### config.mk
export PLATFORM = sky130hd
export DESIGN_NAME = m_axi_lite_flat
export DESIGN_NICKNAME = d
export VERILOG_FILES = /design/src/rtl/m_axi_lite_pkg.sv /design/src/rtl/m_axi_lite_if.sv /design/src/rtl/m_axi_lite.sv /design/src/flat_wrapper.sv
export SDC_FILE = /design/constraint.sdc
export NUM_CORES = 1
export LEC_CHECK = 0
export BUFFER_PORTS_ARGS = -buffer_cell sky130_fd_sc_hd__buf_2
export CAP_MARGIN = 20
export CORE_AREA = 8 8 122 124
export CTS_BUF_LIST = sky130_fd_sc_hd__clkbuf_4 sky130_fd_sc_hd__clkbuf_8 sky130_fd_sc_hd__clkbuf_16
export DETAILED_ROUTE_END_ITERATION = 7
export DIE_AREA = 0 0 130 132
export SLEW_MARGIN = 10
export SYNTH_ARGS = -nofsm -noshare
export SYNTH_HDL_FRONTEND = slang
export SYNTH_SLANG_ARGS = --single-unit
### constraint.sdc
create_clock -name M_AXI_ACLK -period 3.95 [get_ports M_AXI_ACLK]
set_input_delay 0.79 -clock M_AXI_ACLK [delete_from_list [all_inputs] [get_ports M_AXI_ACLK]]
set_output_delay 0.79 -clock M_AXI_ACLK [all_outputs]
set_load 0.03 [all_outputs]
### src/rtl/m_axi_lite_pkg.sv
// m_axi_lite_pkg: shared types and constants for the single-outstanding
// AXI4-Lite master (FSM state encoding and AXI response codes).
package m_axi_lite_pkg;

    typedef enum logic [2:0] {
        IDLE    = 3'd0,
        WR_REQ  = 3'd1,
        WR_RESP = 3'd2,
        RD_REQ  = 3'd3,
        RD_DATA = 3'd4,
        DONE    = 3'd5
    } state_t;

    localparam logic [1:0] RESP_OKAY   = 2'b00;
    localparam logic [1:0] RESP_EXOKAY = 2'b01;
    localparam logic [1:0] RESP_SLVERR = 2'b10;
    localparam logic [1:0] RESP_DECERR = 2'b11;

endpackage : m_axi_lite_pkg

### src/rtl/m_axi_lite_if.sv
// m_axi_lite_if: AXI4-Lite bus bundle (AW, W, B, AR, R channels) with
// master and slave modports. The write strobe exists only when the
// M_AXI_LITE_WSTRB_EN macro is defined.
interface m_axi_lite_if #(
    parameter int ADDR_WIDTH = 32,
    parameter int DATA_WIDTH = 32
);
    logic [ADDR_WIDTH-1:0]   M_AXI_LITE_AWADDR;
    logic                    M_AXI_LITE_AWVALID;
    logic                    M_AXI_LITE_AWREADY;
    logic [DATA_WIDTH-1:0]   M_AXI_LITE_WDATA;
`ifdef M_AXI_LITE_WSTRB_EN
    logic [DATA_WIDTH/8-1:0] M_AXI_LITE_WSTRB;
`endif
    logic                    M_AXI_LITE_WVALID;
    logic                    M_AXI_LITE_WREADY;
    logic [1:0]              M_AXI_LITE_BRESP;
    logic                    M_AXI_LITE_BVALID;
    logic                    M_AXI_LITE_BREADY;
    logic [ADDR_WIDTH-1:0]   M_AXI_LITE_ARADDR;
    logic                    M_AXI_LITE_ARVALID;
    logic                    M_AXI_LITE_ARREADY;
    logic [DATA_WIDTH-1:0]   M_AXI_LITE_RDATA;
    logic [1:0]              M_AXI_LITE_RRESP;
    logic                    M_AXI_LITE_RVALID;
    logic                    M_AXI_LITE_RREADY;

    modport master (
        output M_AXI_LITE_AWADDR, M_AXI_LITE_AWVALID,
        input  M_AXI_LITE_AWREADY,
        output M_AXI_LITE_WDATA,
`ifdef M_AXI_LITE_WSTRB_EN
        output M_AXI_LITE_WSTRB,
`endif
        output M_AXI_LITE_WVALID,
        input  M_AXI_LITE_WREADY,
        input  M_AXI_LITE_BRESP, M_AXI_LITE_BVALID,
        output M_AXI_LITE_BREADY,
        output M_AXI_LITE_ARADDR, M_AXI_LITE_ARVALID,
        input  M_AXI_LITE_ARREADY,
        input  M_AXI_LITE_RDATA, M_AXI_LITE_RRESP, M_AXI_LITE_RVALID,
        output M_AXI_LITE_RREADY
    );

    modport slave (
        input  M_AXI_LITE_AWADDR, M_AXI_LITE_AWVALID,
        output M_AXI_LITE_AWREADY,
        input  M_AXI_LITE_WDATA,
`ifdef M_AXI_LITE_WSTRB_EN
        input  M_AXI_LITE_WSTRB,
`endif
        input  M_AXI_LITE_WVALID,
        output M_AXI_LITE_WREADY,
        output M_AXI_LITE_BRESP, M_AXI_LITE_BVALID,
        input  M_AXI_LITE_BREADY,
        input  M_AXI_LITE_ARADDR, M_AXI_LITE_ARVALID,
        output M_AXI_LITE_ARREADY,
        output M_AXI_LITE_RDATA, M_AXI_LITE_RRESP, M_AXI_LITE_RVALID,
        input  M_AXI_LITE_RREADY
    );

endinterface : m_axi_lite_if

### src/rtl/m_axi_lite.sv
// m_axi_lite: single-outstanding AXI4-Lite master. Turns a local
// command/response handshake into one AXI-Lite read or write at a time.
// Optional feature macro: M_AXI_LITE_WSTRB_EN adds cmd_wstrb and WSTRB.
// Every output comes straight from a flop; output flops are loaded from
// the next-state decode so they line up with the state they belong to.
module m_axi_lite
    import m_axi_lite_pkg::*;
#(
    parameter int ADDR_WIDTH = 32,
    parameter int DATA_WIDTH = 32
) (
    input  logic                    M_AXI_ACLK,
    input  logic                    M_AXI_ARESETN,
    input  logic                    cmd_valid,
    output logic                    cmd_ready,
    input  logic                    cmd_rnw,
    input  logic [ADDR_WIDTH-1:0]   cmd_addr,
    input  logic [DATA_WIDTH-1:0]   cmd_wdata,
`ifdef M_AXI_LITE_WSTRB_EN
    input  logic [DATA_WIDTH/8-1:0] cmd_wstrb,
`endif
    output logic                    rsp_valid,
    input  logic                    rsp_ready,
    output logic [DATA_WIDTH-1:0]   rsp_rdata,
    output logic [1:0]              rsp_resp,
    m_axi_lite_if.master            m_axi
);

    state_t                  state_q, state_d;
    logic                    aw_done_q, aw_done_d;
    logic                    w_done_q, w_done_d;
    logic [ADDR_WIDTH-1:0]   addr_q, addr_d;
    logic [DATA_WIDTH-1:0]   wdata_q, wdata_d;
    logic                    cmd_ready_q, cmd_ready_d;
    logic                    awvalid_q, awvalid_d;
    logic                    wvalid_q, wvalid_d;
    logic                    bready_q, bready_d;
    logic                    arvalid_q, arvalid_d;
    logic                    rready_q, rready_d;
    logic                    rsp_valid_q, rsp_valid_d;
    logic [DATA_WIDTH-1:0]   rsp_rdata_q, rsp_rdata_d;
    logic [1:0]              rsp_resp_q, rsp_resp_d;
`ifdef M_AXI_LITE_WSTRB_EN
    logic [DATA_WIDTH/8-1:0] wstrb_q, wstrb_d;
    logic [DATA_WIDTH/8-1:0] wstrb_out_q, wstrb_out_d;
`endif

    // Next-state, capture and registered-output decode.
    always_comb begin
        state_d     = state_q;
        aw_done_d   = aw_done_q;
        w_done_d    = w_done_q;
        addr_d      = addr_q;
        wdata_d     = wdata_q;
        rsp_rdata_d = rsp_rdata_q;
        rsp_resp_d  = rsp_resp_q;
`ifdef M_AXI_LITE_WSTRB_EN
        wstrb_d     = wstrb_q;
`endif
        unique case (state_q)
            IDLE: begin
                // cmd_ready_q is low for the first cycle after reset, so
                // gating on it keeps that cycle from accepting anything.
                if (cmd_ready_q && cmd_valid) begin
                    addr_d    = cmd_addr;
                    wdata_d   = cmd_wdata;
`ifdef M_AXI_LITE_WSTRB_EN
                    wstrb_d   = cmd_wstrb;
`endif
                    aw_done_d = 1'b0;
                    w_done_d  = 1'b0;
                    state_d   = cmd_rnw ? RD_REQ : WR_REQ;
                end
            end
            WR_REQ: begin
                // AW and W complete independently; leave once both have.
                if (awvalid_q && m_axi.M_AXI_LITE_AWREADY) aw_done_d = 1'b1;
                if (wvalid_q && m_axi.M_AXI_LITE_WREADY)   w_done_d  = 1'b1;
                if (aw_done_d && w_done_d)                 state_d   = WR_RESP;
            end
            WR_RESP: begin
                if (m_axi.M_AXI_LITE_BVALID) begin
                    rsp_resp_d  = m_axi.M_AXI_LITE_BRESP;
                    rsp_rdata_d = '0;
                    state_d     = DONE;
                end
            end
            RD_REQ: begin
                if (arvalid_q && m_axi.M_AXI_LITE_ARREADY) state_d = RD_DATA;
            end
            RD_DATA: begin
                if (m_axi.M_AXI_LITE_RVALID) begin
                    rsp_rdata_d = m_axi.M_AXI_LITE_RDATA;
                    rsp_resp_d  = m_axi.M_AXI_LITE_RRESP;
                    state_d     = DONE;
                end
            end
            DONE: begin
                if (rsp_ready) state_d = IDLE;
            end
            default: state_d = IDLE;
        endcase

        cmd_ready_d = (state_d == IDLE);
        awvalid_d   = (state_d == WR_REQ) && !aw_done_d;
        wvalid_d    = (state_d == WR_REQ) && !w_done_d;
        bready_d    = (state_d == WR_RESP);
        arvalid_d   = (state_d == RD_REQ);
        rready_d    = (state_d == RD_DATA);
        rsp_valid_d = (state_d == DONE);
`ifdef M_AXI_LITE_WSTRB_EN
        wstrb_out_d = wvalid_d ? wstrb_d : '0;
`endif
    end

    // State, capture and output registers with synchronous active-low reset.
    always_ff @(posedge M_AXI_ACLK) begin
        if (!M_AXI_ARESETN) begin
            state_q     <= IDLE;
            aw_done_q   <= 1'b0;
            w_done_q    <= 1'b0;
            addr_q      <= '0;
            wdata_q     <= '0;
            cmd_ready_q <= 1'b0;
            awvalid_q   <= 1'b0;
            wvalid_q    <= 1'b0;
            bready_q    <= 1'b0;
            arvalid_q   <= 1'b0;
            rready_q    <= 1'b0;
            rsp_valid_q <= 1'b0;
            rsp_rdata_q <= '0;
            rsp_resp_q  <= RESP_OKAY;
`ifdef M_AXI_LITE_WSTRB_EN
            wstrb_q     <= '0;
            wstrb_out_q <= '0;
`endif
        end else begin
            state_q     <= state_d;
            aw_done_q   <= aw_done_d;
            w_done_q    <= w_done_d;
            addr_q      <= addr_d;
            wdata_q     <= wdata_d;
            cmd_ready_q <= cmd_ready_d;
            awvalid_q   <= awvalid_d;
            wvalid_q    <= wvalid_d;
            bready_q    <= bready_d;
            arvalid_q   <= arvalid_d;
            rready_q    <= rready_d;
            rsp_valid_q <= rsp_valid_d;
            rsp_rdata_q <= rsp_rdata_d;
            rsp_resp_q  <= rsp_resp_d;
`ifdef M_AXI_LITE_WSTRB_EN
            wstrb_q     <= wstrb_d;
            wstrb_out_q <= wstrb_out_d;
`endif
        end
    end

    assign cmd_ready = cmd_ready_q;
    assign rsp_valid = rsp_valid_q;
    assign rsp_rdata = rsp_rdata_q;
    assign rsp_resp  = rsp_resp_q;

    // One latched address feeds both address channels; only one is ever valid.
    assign m_axi.M_AXI_LITE_AWADDR  = addr_q;
    assign m_axi.M_AXI_LITE_AWVALID = awvalid_q;
    assign m_axi.M_AXI_LITE_WDATA   = wdata_q;
    assign m_axi.M_AXI_LITE_WVALID  = wvalid_q;
    assign m_axi.M_AXI_LITE_BREADY  = bready_q;
    assign m_axi.M_AXI_LITE_ARADDR  = addr_q;
    assign m_axi.M_AXI_LITE_ARVALID = arvalid_q;
    assign m_axi.M_AXI_LITE_RREADY  = rready_q;
`ifdef M_AXI_LITE_WSTRB_EN
    assign m_axi.M_AXI_LITE_WSTRB   = wstrb_out_q;
`endif

endmodule : m_axi_lite

### src/flat_wrapper.sv
// flat-port wrapper written by rule: the top's interface ports become plain ports
module m_axi_lite_flat import m_axi_lite_pkg::*;
#(
    parameter int ADDR_WIDTH = 32,
    parameter int DATA_WIDTH = 32
)
  (M_AXI_ACLK, M_AXI_ARESETN, cmd_valid, cmd_ready, cmd_rnw, cmd_addr, cmd_wdata, rsp_valid, rsp_ready, rsp_rdata, rsp_resp, m_axi_M_AXI_LITE_AWADDR, m_axi_M_AXI_LITE_AWVALID, m_axi_M_AXI_LITE_AWREADY, m_axi_M_AXI_LITE_WDATA, m_axi_M_AXI_LITE_WVALID, m_axi_M_AXI_LITE_WREADY, m_axi_M_AXI_LITE_BRESP, m_axi_M_AXI_LITE_BVALID, m_axi_M_AXI_LITE_BREADY, m_axi_M_AXI_LITE_ARADDR, m_axi_M_AXI_LITE_ARVALID, m_axi_M_AXI_LITE_ARREADY, m_axi_M_AXI_LITE_RDATA, m_axi_M_AXI_LITE_RRESP, m_axi_M_AXI_LITE_RVALID, m_axi_M_AXI_LITE_RREADY);
  m_axi_lite_if #(.ADDR_WIDTH(ADDR_WIDTH), .DATA_WIDTH(DATA_WIDTH)) m_axi_i ();
  input  logic M_AXI_ACLK;
  input  logic M_AXI_ARESETN;
  input  logic cmd_valid;
  output logic cmd_ready;
  input  logic cmd_rnw;
  input  logic [ADDR_WIDTH-1:0] cmd_addr;
  input  logic [DATA_WIDTH-1:0] cmd_wdata;
  output logic rsp_valid;
  input  logic rsp_ready;
  output logic [DATA_WIDTH-1:0] rsp_rdata;
  output logic [1:0] rsp_resp;
  output wire logic [$bits(m_axi_i.M_AXI_LITE_AWADDR)-1:0] m_axi_M_AXI_LITE_AWADDR;
  output wire logic [$bits(m_axi_i.M_AXI_LITE_AWVALID)-1:0] m_axi_M_AXI_LITE_AWVALID;
  input wire logic [$bits(m_axi_i.M_AXI_LITE_AWREADY)-1:0] m_axi_M_AXI_LITE_AWREADY;
  output wire logic [$bits(m_axi_i.M_AXI_LITE_WDATA)-1:0] m_axi_M_AXI_LITE_WDATA;
  output wire logic [$bits(m_axi_i.M_AXI_LITE_WVALID)-1:0] m_axi_M_AXI_LITE_WVALID;
  input wire logic [$bits(m_axi_i.M_AXI_LITE_WREADY)-1:0] m_axi_M_AXI_LITE_WREADY;
  input wire logic [$bits(m_axi_i.M_AXI_LITE_BRESP)-1:0] m_axi_M_AXI_LITE_BRESP;
  input wire logic [$bits(m_axi_i.M_AXI_LITE_BVALID)-1:0] m_axi_M_AXI_LITE_BVALID;
  output wire logic [$bits(m_axi_i.M_AXI_LITE_BREADY)-1:0] m_axi_M_AXI_LITE_BREADY;
  output wire logic [$bits(m_axi_i.M_AXI_LITE_ARADDR)-1:0] m_axi_M_AXI_LITE_ARADDR;
  output wire logic [$bits(m_axi_i.M_AXI_LITE_ARVALID)-1:0] m_axi_M_AXI_LITE_ARVALID;
  input wire logic [$bits(m_axi_i.M_AXI_LITE_ARREADY)-1:0] m_axi_M_AXI_LITE_ARREADY;
  input wire logic [$bits(m_axi_i.M_AXI_LITE_RDATA)-1:0] m_axi_M_AXI_LITE_RDATA;
  input wire logic [$bits(m_axi_i.M_AXI_LITE_RRESP)-1:0] m_axi_M_AXI_LITE_RRESP;
  input wire logic [$bits(m_axi_i.M_AXI_LITE_RVALID)-1:0] m_axi_M_AXI_LITE_RVALID;
  output wire logic [$bits(m_axi_i.M_AXI_LITE_RREADY)-1:0] m_axi_M_AXI_LITE_RREADY;
  assign m_axi_M_AXI_LITE_AWADDR = m_axi_i.M_AXI_LITE_AWADDR;
  assign m_axi_M_AXI_LITE_AWVALID = m_axi_i.M_AXI_LITE_AWVALID;
  assign m_axi_i.M_AXI_LITE_AWREADY = m_axi_M_AXI_LITE_AWREADY;
  assign m_axi_M_AXI_LITE_WDATA = m_axi_i.M_AXI_LITE_WDATA;
  assign m_axi_M_AXI_LITE_WVALID = m_axi_i.M_AXI_LITE_WVALID;
  assign m_axi_i.M_AXI_LITE_WREADY = m_axi_M_AXI_LITE_WREADY;
  assign m_axi_i.M_AXI_LITE_BRESP = m_axi_M_AXI_LITE_BRESP;
  assign m_axi_i.M_AXI_LITE_BVALID = m_axi_M_AXI_LITE_BVALID;
  assign m_axi_M_AXI_LITE_BREADY = m_axi_i.M_AXI_LITE_BREADY;
  assign m_axi_M_AXI_LITE_ARADDR = m_axi_i.M_AXI_LITE_ARADDR;
  assign m_axi_M_AXI_LITE_ARVALID = m_axi_i.M_AXI_LITE_ARVALID;
  assign m_axi_i.M_AXI_LITE_ARREADY = m_axi_M_AXI_LITE_ARREADY;
  assign m_axi_i.M_AXI_LITE_RDATA = m_axi_M_AXI_LITE_RDATA;
  assign m_axi_i.M_AXI_LITE_RRESP = m_axi_M_AXI_LITE_RRESP;
  assign m_axi_i.M_AXI_LITE_RVALID = m_axi_M_AXI_LITE_RVALID;
  assign m_axi_M_AXI_LITE_RREADY = m_axi_i.M_AXI_LITE_RREADY;
  m_axi_lite #(.ADDR_WIDTH(ADDR_WIDTH), .DATA_WIDTH(DATA_WIDTH)) u_core (.M_AXI_ACLK(M_AXI_ACLK), .M_AXI_ARESETN(M_AXI_ARESETN), .cmd_valid(cmd_valid), .cmd_ready(cmd_ready), .cmd_rnw(cmd_rnw), .cmd_addr(cmd_addr), .cmd_wdata(cmd_wdata), .rsp_valid(rsp_valid), .rsp_ready(rsp_ready), .rsp_rdata(rsp_rdata), .rsp_resp(rsp_resp), .m_axi(m_axi_i));
endmodule
==> results of run 1 <==
## layer usage
| layer | global-route usage (%) | wire (um) |
|---|---|---|
| met4 | 6.00 | 207 |
| met5 | 0 | 10 |
| met1 | 15.6 | 4950 |
| met2 | 25.8 | 6440 |
| met3 | 7.36 | 1660 |
## metrics by stage
step / setup slack (ns) / power [mW] / hold slack (ns) / utilization, %
after floorplan: 2.05 / 1.69 / 0.498 / -
after CTS: 1.96 / 2.90 / 0.449 / 43.4
final: 1.97 / 2.84 / 0.449 / 43.4
after global placement: 1.62 / 1.85 / 0.436 / 40.7
after global routing: 1.78 / 2.99 / 0.469 / 43.4
after detailed placement: 1.61 / 1.87 / 0.441 / 40.8
## final timing paths
path,startpoint,end
min reg2reg,u_core.rsp_rdata[23]$_SDFFE_PN0P_,u_core.rsp_rdata[23]$_SDFFE_PN0P_
max reg2reg,u_core.state_q[2]$_SDFF_PN0_,u_core.m_axi.M_AXI_LITE_AWVALID$_SDFF_PN0_
min,u_core.rsp_rdata[23]$_SDFFE_PN0P_,u_core.rsp_rdata[23]$_SDFFE_PN0P_
max,cmd_valid,u_core.m_axi.M_AXI_LITE_AWVALID$_SDFF_PN0_
## worst reg2reg max path, delay by kind of cell, from the launching register on
family | cells | cell delay (ns)
AND/OR/NAND/NOR | 3 | 0.89
AO/OA/AOI/OAI | 1 | 0.50
flip-flops | 1 | 0.48
## cells by family (layout without fill, tap and decap cells)
group,after synthesis,count (layout)
flops,110,110
buf+inv,71,270
simple gates,223,223
other cells,0,1
mux,2,2
compound gates,115,115
## layout make-up
cell class	instances	area, sq um
Fill cell	1345	7340
Sequential cell	110	2200
Multi-Input combinational cell	340	1580
Timing Repair Buffer	251	1280
Clock buffer	13	274
Tap cell	176	220
Clock inverter	3	65.1
Inverter	3	11.3
Antenna cell	1	2.50
## power groups by stage
stage / Clock [mW] / Combinational (mW) / Sequential, mW
2_1_floorplan: 0 / 0.307 / 1.39
3_3_place_gp: 0 / 0.599 / 1.25
3_5_place_dp: 0 / 0.611 / 1.26
4_1_cts: 1.06 / 0.612 / 1.23
5_1_grt: 1.10 / 0.652 / 1.24
6_report: 1.01 / 0.601 / 1.23
## sequential cells by signal, summed over array words and instances, names as in the netlist
signal	cells
u_core.rsp_resp	2
u_core.m_axi.M_AXI_LITE_WDATA	32
u_core.m_axi.M_AXI_LITE_BREADY	1
u_core.rsp_rdata	32
u_core.m_axi.M_AXI_LITE_ARADDR	32
u_core.m_axi.M_AXI_LITE_RREADY	1
u_core.m_axi.M_AXI_LITE_AWVALID	1
u_core.state_q	3
u_core.rsp_valid	1
u_core.cmd_ready	1
u_core.w_done_q	1
u_core.m_axi.M_AXI_LITE_WVALID	1
u_core.aw_done_q	1
u_core.m_axi.M_AXI_LITE_ARVALID	1
## cell usage in the layout (no fill, tap or decap), types with 2 or more instances in the layout
cell type	synthesis	final
buf_2	5	246
nand2_1	163	162
dfxtp_1	110	110
a21oi_1	102	102
nand3_1	32	32
clkbuf_16	0	9
nor2_1	8	8
buf_4	33	4
o21ai_0	3	3
clkbuf_8	0	3
and3b_1	2	2
nor3b_1	2	2
nor2b_1	2	2
a221oi_1	2	2
and2_1	2	2
inv_1	3	2
nand3b_1	2	2
mux2i_1	2	2
a211oi_1	2	2
a31oi_1	2	2
nor3_1	2	2
nor4_1	2	2
bufinv_16	0	2
==> run summary, run 1 <==
===============================================================================================
Flip-flop and latch count after synthesis ........................................          110
Synthesized instance count .......................................................          521
I/O pins .........................................................................          247
Clock tree from TritonCTS ........................................................          yes
Number of nets with antenna violations after detailed routing ....................            0
Maximum fanout count along the critical path .....................................           69
Deepest level of the CTS H-tree ..................................................            3
Kind of path behind the tightest hold check ...................................... flop to flop
Commonest cells post-synth ....................................................... nand2_1 (163), dfxtp_1 (110), a21oi_1 (102), buf_4 (33), nand3_1 (32)
Final Hold Fails .................................................................            0
Final setup violating endpoints ..................................................            0
Data required time at the worst endpoint .........................................      4.20 ns
Hold Path Stages .................................................................            2
Finished Cell Area ............................................................... 0.00564 sq mm
Syn nets .........................................................................          631
Sink count of the clock tree .....................................................          110
Post-synthesis average cell area .................................................   8.02 sq um
Number of hold-repair buffers added at the cts stage .............................            0
Maximum capacitance violations ...................................................            0
P per Cell Area ..................................................................  504 mW/mm^2
Average wire length per cell after detail routing ................................      14.8 um
Drc violations ...................................................................            0
Combinational share of power .....................................................        21.1%
Total routed wirelength ..........................................................     13300 um
Max incr delay on CP .............................................................      0.47 ns
Summed negative setup slack over all endpoints ...................................         0 ns
Leading cell type by number of instances after synthesis .........................      nand2_1
Share of total power consumed by net switching ...................................        30.6%
Run status .......................................................................    completed
Area share of and/or/nand/nor cells after synthesis ..............................        22.7%
Cell breakdown of the critical path .............................................. buf_2 > and3b_1 > and2_4 > a221o_1 > nor4_1
Number of enable-type register cells in the synthesized netlist ..................            0
Fraction of layout instances using a drive strength above 1 ......................        37.9%
Total via count in the routed design .............................................         4141
RSZ-0062 raised after global routing .............................................           no
Fmax .............................................................................    0.506 GHz
Detailed-router iteration count before antenna repair ............................            4
Async S/R FF share, synth ........................................................           0%
Number of design-rule violations left by the first detailed-router iteration .....          123
Number of cells in the design after placement ....................................          880
CTS buffer count .................................................................            9
Critical path buffer and inverter count ..........................................            1
Xor/xnor share of the synthesized area ...........................................           0%
Critical path startpoint category ................................................ primary input
Clock input transition at the sequential cells of the worst setup and hold paths .      0.07 ns
Most common flop cell mapped by yosys ............................................      dfxtp_1
Global-route wire length before repair ...........................................     20800 um
Period utilization ...............................................................        50.0%
Relative max-transition margin ...................................................        31.0%
WP data arrival ..................................................................      2.22 ns
Master of the slowest instance on the critical path ..............................      a221o_1
Share of the synthesized area in the top cell type ...............................        52.7%
Cell type with the highest aggregate area in the netlist .........................      dfxtp_1
Final nets .......................................................................          825
Post-route non-filler standard cell count ........................................          897
Net switching power of the design ................................................     0.869 mW
Worst-case register-to-register setup slack ......................................      1.98 ns
Number of distinct library cells after synthesis .................................           32
Total Die Area ................................................................... 0.0172 sq mm
Least-Margin Pin Slew ............................................................      1.03 ns
Root Driver ......................................................................    clkbuf_16
Number of cell instances on the worst register-to-register path ..................            4
Starting density of the core .....................................................        32.2%
Worst-Skew Late Latency ..........................................................      0.34 ns
Final critical-path required period ..............................................      1.98 ns
Post CTS Setup Buffer Count ......................................................            0
Critical setup path kind ......................................................... primary input to flop
Via count of the first global-routing pass .......................................         4152
GR Util All Layers ...............................................................        15.2%
VDD IR max .......................................................................   0.000192 V
Largest net degree at the start of global routing ................................           70
Critical path depth in cells .....................................................            5
Detailed placement HPWL ..........................................................     10100 um
Antenna violations before repair .................................................            2
Compound-cell area share of the yosys netlist ....................................        14.5%
Max clock buf depth ..............................................................            2
Area inside the core boundary .................................................... 0.0130 sq mm
Maximum clock skew at final layout ...............................................   0.00400 ns
Multiplexer fraction of the synthesized cell area ................................       0.479%
Number of gates resized after CTS ................................................            0
Synthesis Warnings ...............................................................            0
Area growth syn-to-layout ........................................................        34.9%
Placement row count ..............................................................           42
Cell area after synthesis ........................................................ 0.00418 sq mm
Die Height .......................................................................       132 um
Dominant combinational cell family by area after synthesis ....................... simple AND/OR/NAND/NOR gates
Count of port buffers added during placement .....................................          246
Power share of the clock group ...................................................        35.6%
Die width ........................................................................       130 um
Internal power consumption .......................................................      1.97 mW
Most area-consuming cells after synthesis ........................................ dfxtp_1 (53%), nand2_1 (15%), a21oi_1 (12%)
Post-Synth Adder-Cell Area .......................................................           0%
Type of element capturing the critical path ......................................         flop
Reg power frac ...................................................................        43.3%
Placer's final routability congestion estimate ...................................        0.762
Cell type group with the largest total delay on the critical path ................ simple AND/OR/NAND/NOR gates
Max-slew violations ..............................................................            0
Total gr overflow ................................................................            0
Via density per instance .........................................................         4.62
Cell leakage power ...............................................................      2.62 nW
Sequential-to-total area share from yosys stat ...................................        52.7%
Cell area after placement ........................................................ 0.00530 sq mm
===============================================================================================
Note: power is estimated with default switching activity, not from simulation.
==> inputs of run 2 (changes only) <==
- PLACE_DENSITY: default -> 0.65
- clock period: 3.95 -> 1.6 ns (I/O delays scaled with it)
==> run summary, run 2 (synthesis gave the netlist of run 1 again) <==
===============================================================================================
Run status .......................................................................    completed
Maximum capacitance violations ...................................................            0
Critical setup path kind ......................................................... flop to flop
Fraction of layout instances using a drive strength above 1 ......................        40.1%
Detailed placement HPWL ..........................................................      9990 um
GR Util All Layers ...............................................................        14.8%
Average wire length per cell after detail routing ................................      14.6 um
Number of hold-repair buffers added at the cts stage .............................            0
Die Height .......................................................................       132 um
Final setup violating endpoints ..................................................            0
CTS buffer count .................................................................            9
Diode insertion count for antenna repair .........................................            0
Placement row count ..............................................................           42
Total routed wire length on the met1 layer .......................................      5280 um
Final-layout fill cell count .....................................................         1356
Placer's final routability congestion estimate ...................................        0.767
Fmax .............................................................................    0.658 GHz
Routed met2 length ...............................................................      6250 um
I/O pins .........................................................................          247
Largest net degree at the start of global routing ................................           49
Area inside the core boundary .................................................... 0.0130 sq mm
Total Die Area ................................................................... 0.0172 sq mm
Cell type group with the largest total delay on the critical path ................ simple AND/OR/NAND/NOR gates
Hold Path Stages .................................................................            3
Number of nets with antenna violations after detailed routing ....................            0
Area growth syn-to-layout ........................................................        38.3%
Max incr delay on CP .............................................................      0.39 ns
Most common cell after layout, fill and taps aside ...............................        buf_2
Kind of path behind the tightest hold check ...................................... primary input to flop
Sink count of the clock tree .....................................................          110
Number of gates resized after CTS ................................................            2
Number of design-rule violations left by the first detailed-router iteration .....          116
Cell leakage power ...............................................................      2.69 nW
Maximum fanout count along the critical path .....................................            4
Setup Slack @ Placement ..........................................................   -0.0598 ns
Root Driver ......................................................................    clkbuf_16
VDD IR max .......................................................................   0.000594 V
Most used cells in the layout excluding fill and tap cells ....................... buf_2 (246), nand2_1 (162), dfxtp_1 (107)
Global-route wire length before repair ...........................................     20400 um
Max-slew violations ..............................................................            0
Max clock buf depth ..............................................................            2
Critical path startpoint category ................................................         flop
Total gr overflow ................................................................            0
Final Hold Fails .................................................................            0
Detailed-router iteration count before antenna repair ............................            4
Final worst hold slack ...........................................................     0.203 ns
Maximum clock skew at final layout ...............................................   0.00762 ns
Via density per instance .........................................................         4.49
Relative max-transition margin ...................................................        71.1%
Critical path depth in cells .....................................................            4
Total via count in the routed design .............................................         4082
Number of cell instances on the worst register-to-register path ..................            4
Final nets .......................................................................          839
Total routed wirelength ..........................................................     13300 um
WP data arrival ..................................................................      1.77 ns
Via count of the first global-routing pass .......................................         4003
Antenna violations before repair .................................................            0
Type of element capturing the critical path ......................................         flop
Count of port buffers added during placement .....................................          246
Die width ........................................................................       130 um
Data required time at the worst endpoint .........................................      1.85 ns
Deepest level of the CTS H-tree ..................................................            3
Least-Margin Pin Slew ............................................................     0.433 ns
Worst setup slack after layout ...................................................    0.0792 ns
Top Metal Used ...................................................................         met4
Met3 wire length .................................................................      1570 um
Master of the slowest instance on the critical path ..............................      a221o_1
Period utilization ...............................................................        95.1%
Final critical-path required period ..............................................      1.52 ns
Worst-Skew Late Latency ..........................................................      0.35 ns
Critical path buffer and inverter count ..........................................            0
Drc violations ...................................................................            0
Cell breakdown of the critical path .............................................. and3b_1 > and2_4 > a221o_1 > nor4_1
Starting density of the core .....................................................        32.2%
Clock input transition at the sequential cells of the worst setup and hold paths .      0.07 ns
P per Cell Area .................................................................. 1180 mW/mm^2
Clock tree from TritonCTS ........................................................          yes
Post CTS Setup Buffer Count ......................................................            0
===============================================================================================
-- run 2: cell count changes in the layout (fill, tap and decap cells not counted), sizes merged --
cell      delta
buf         +14
clkinv       +3
bufinv       -2
clkbuf       -2
clkinvlp     +1
diode        -1
-- run 2: final timing paths --
check | from | slack, ns | endpoint
worst max register to register | u_core.state_q[2]$_SDFF_PN0_ | 0.08 | u_core.m_axi.M_AXI_LITE_WVALID$_SDFF_PN0_
worst max-delay path | u_core.state_q[2]$_SDFF_PN0_ | 0.08 | u_core.m_axi.M_AXI_LITE_WVALID$_SDFF_PN0_
worst min-delay path | cmd_wdata[11] | 0.20 | u_core.m_axi.M_AXI_LITE_WDATA[11]$_SDFFE_PN0P_
worst min register to register | u_core.rsp_rdata[8]$_SDFFE_PN0P_ | 0.45 | u_core.rsp_rdata[8]$_SDFFE_PN0P_
-- run 2: tightest hold or removal path: stages --
cell	delay (ns)
buf_2	0.09
nand2_1	0.04
a21oi_1	0.05
-- run 2: through the flow --
stage / power (mW) / setup TNS (ns) / area (sq um) / std cells / util [%]
floorplan: 4.18 / 0 / 4180 / 521 / -
global placement: 4.70 / 0 / 5470 / 894 / 42.1
detailed placement: 4.72 / -0.0626 / 5470 / 894 / 42.1
CTS: 6.91 / 0 / 5760 / 910 / 44.4
global route: 7.16 / -0.0622 / 5780 / 910 / 44.6
finish: 6.81 / 0 / 5780 / 910 / 44.6
-- run 2: area by class of cell --
cell class	instances	area, sq um	share of cell area [%]
clock buffers	11	246	4.26
clock inverters	5	42.5	0.736
inverters	3	12.5	0.216
multi-input cells	340	1610	27.8
flip-flops and latches	110	2210	38.1
well taps	176	220	3.81
repair buffers	265	1450	25.1
-- run 2: power breakdown --
group          total [mW]  switching (mW)  internal [mW]
combinational        1.60            1.09          0.519
sequential           3.03           0.112           2.92
clock                2.17            1.04           1.13
total                6.81            2.24           4.57
-- run 2: layer usage --
| layer | track usage [%] | up-vias |
|---|---|---|
| met5 | 0 | - |
| li1 | - | 2101 |
| met2 | 24.5 | 159 |
| met4 | 5.87 | 0 |
| met1 | 16.2 | 1807 |
| met3 | 6.59 | 15 |
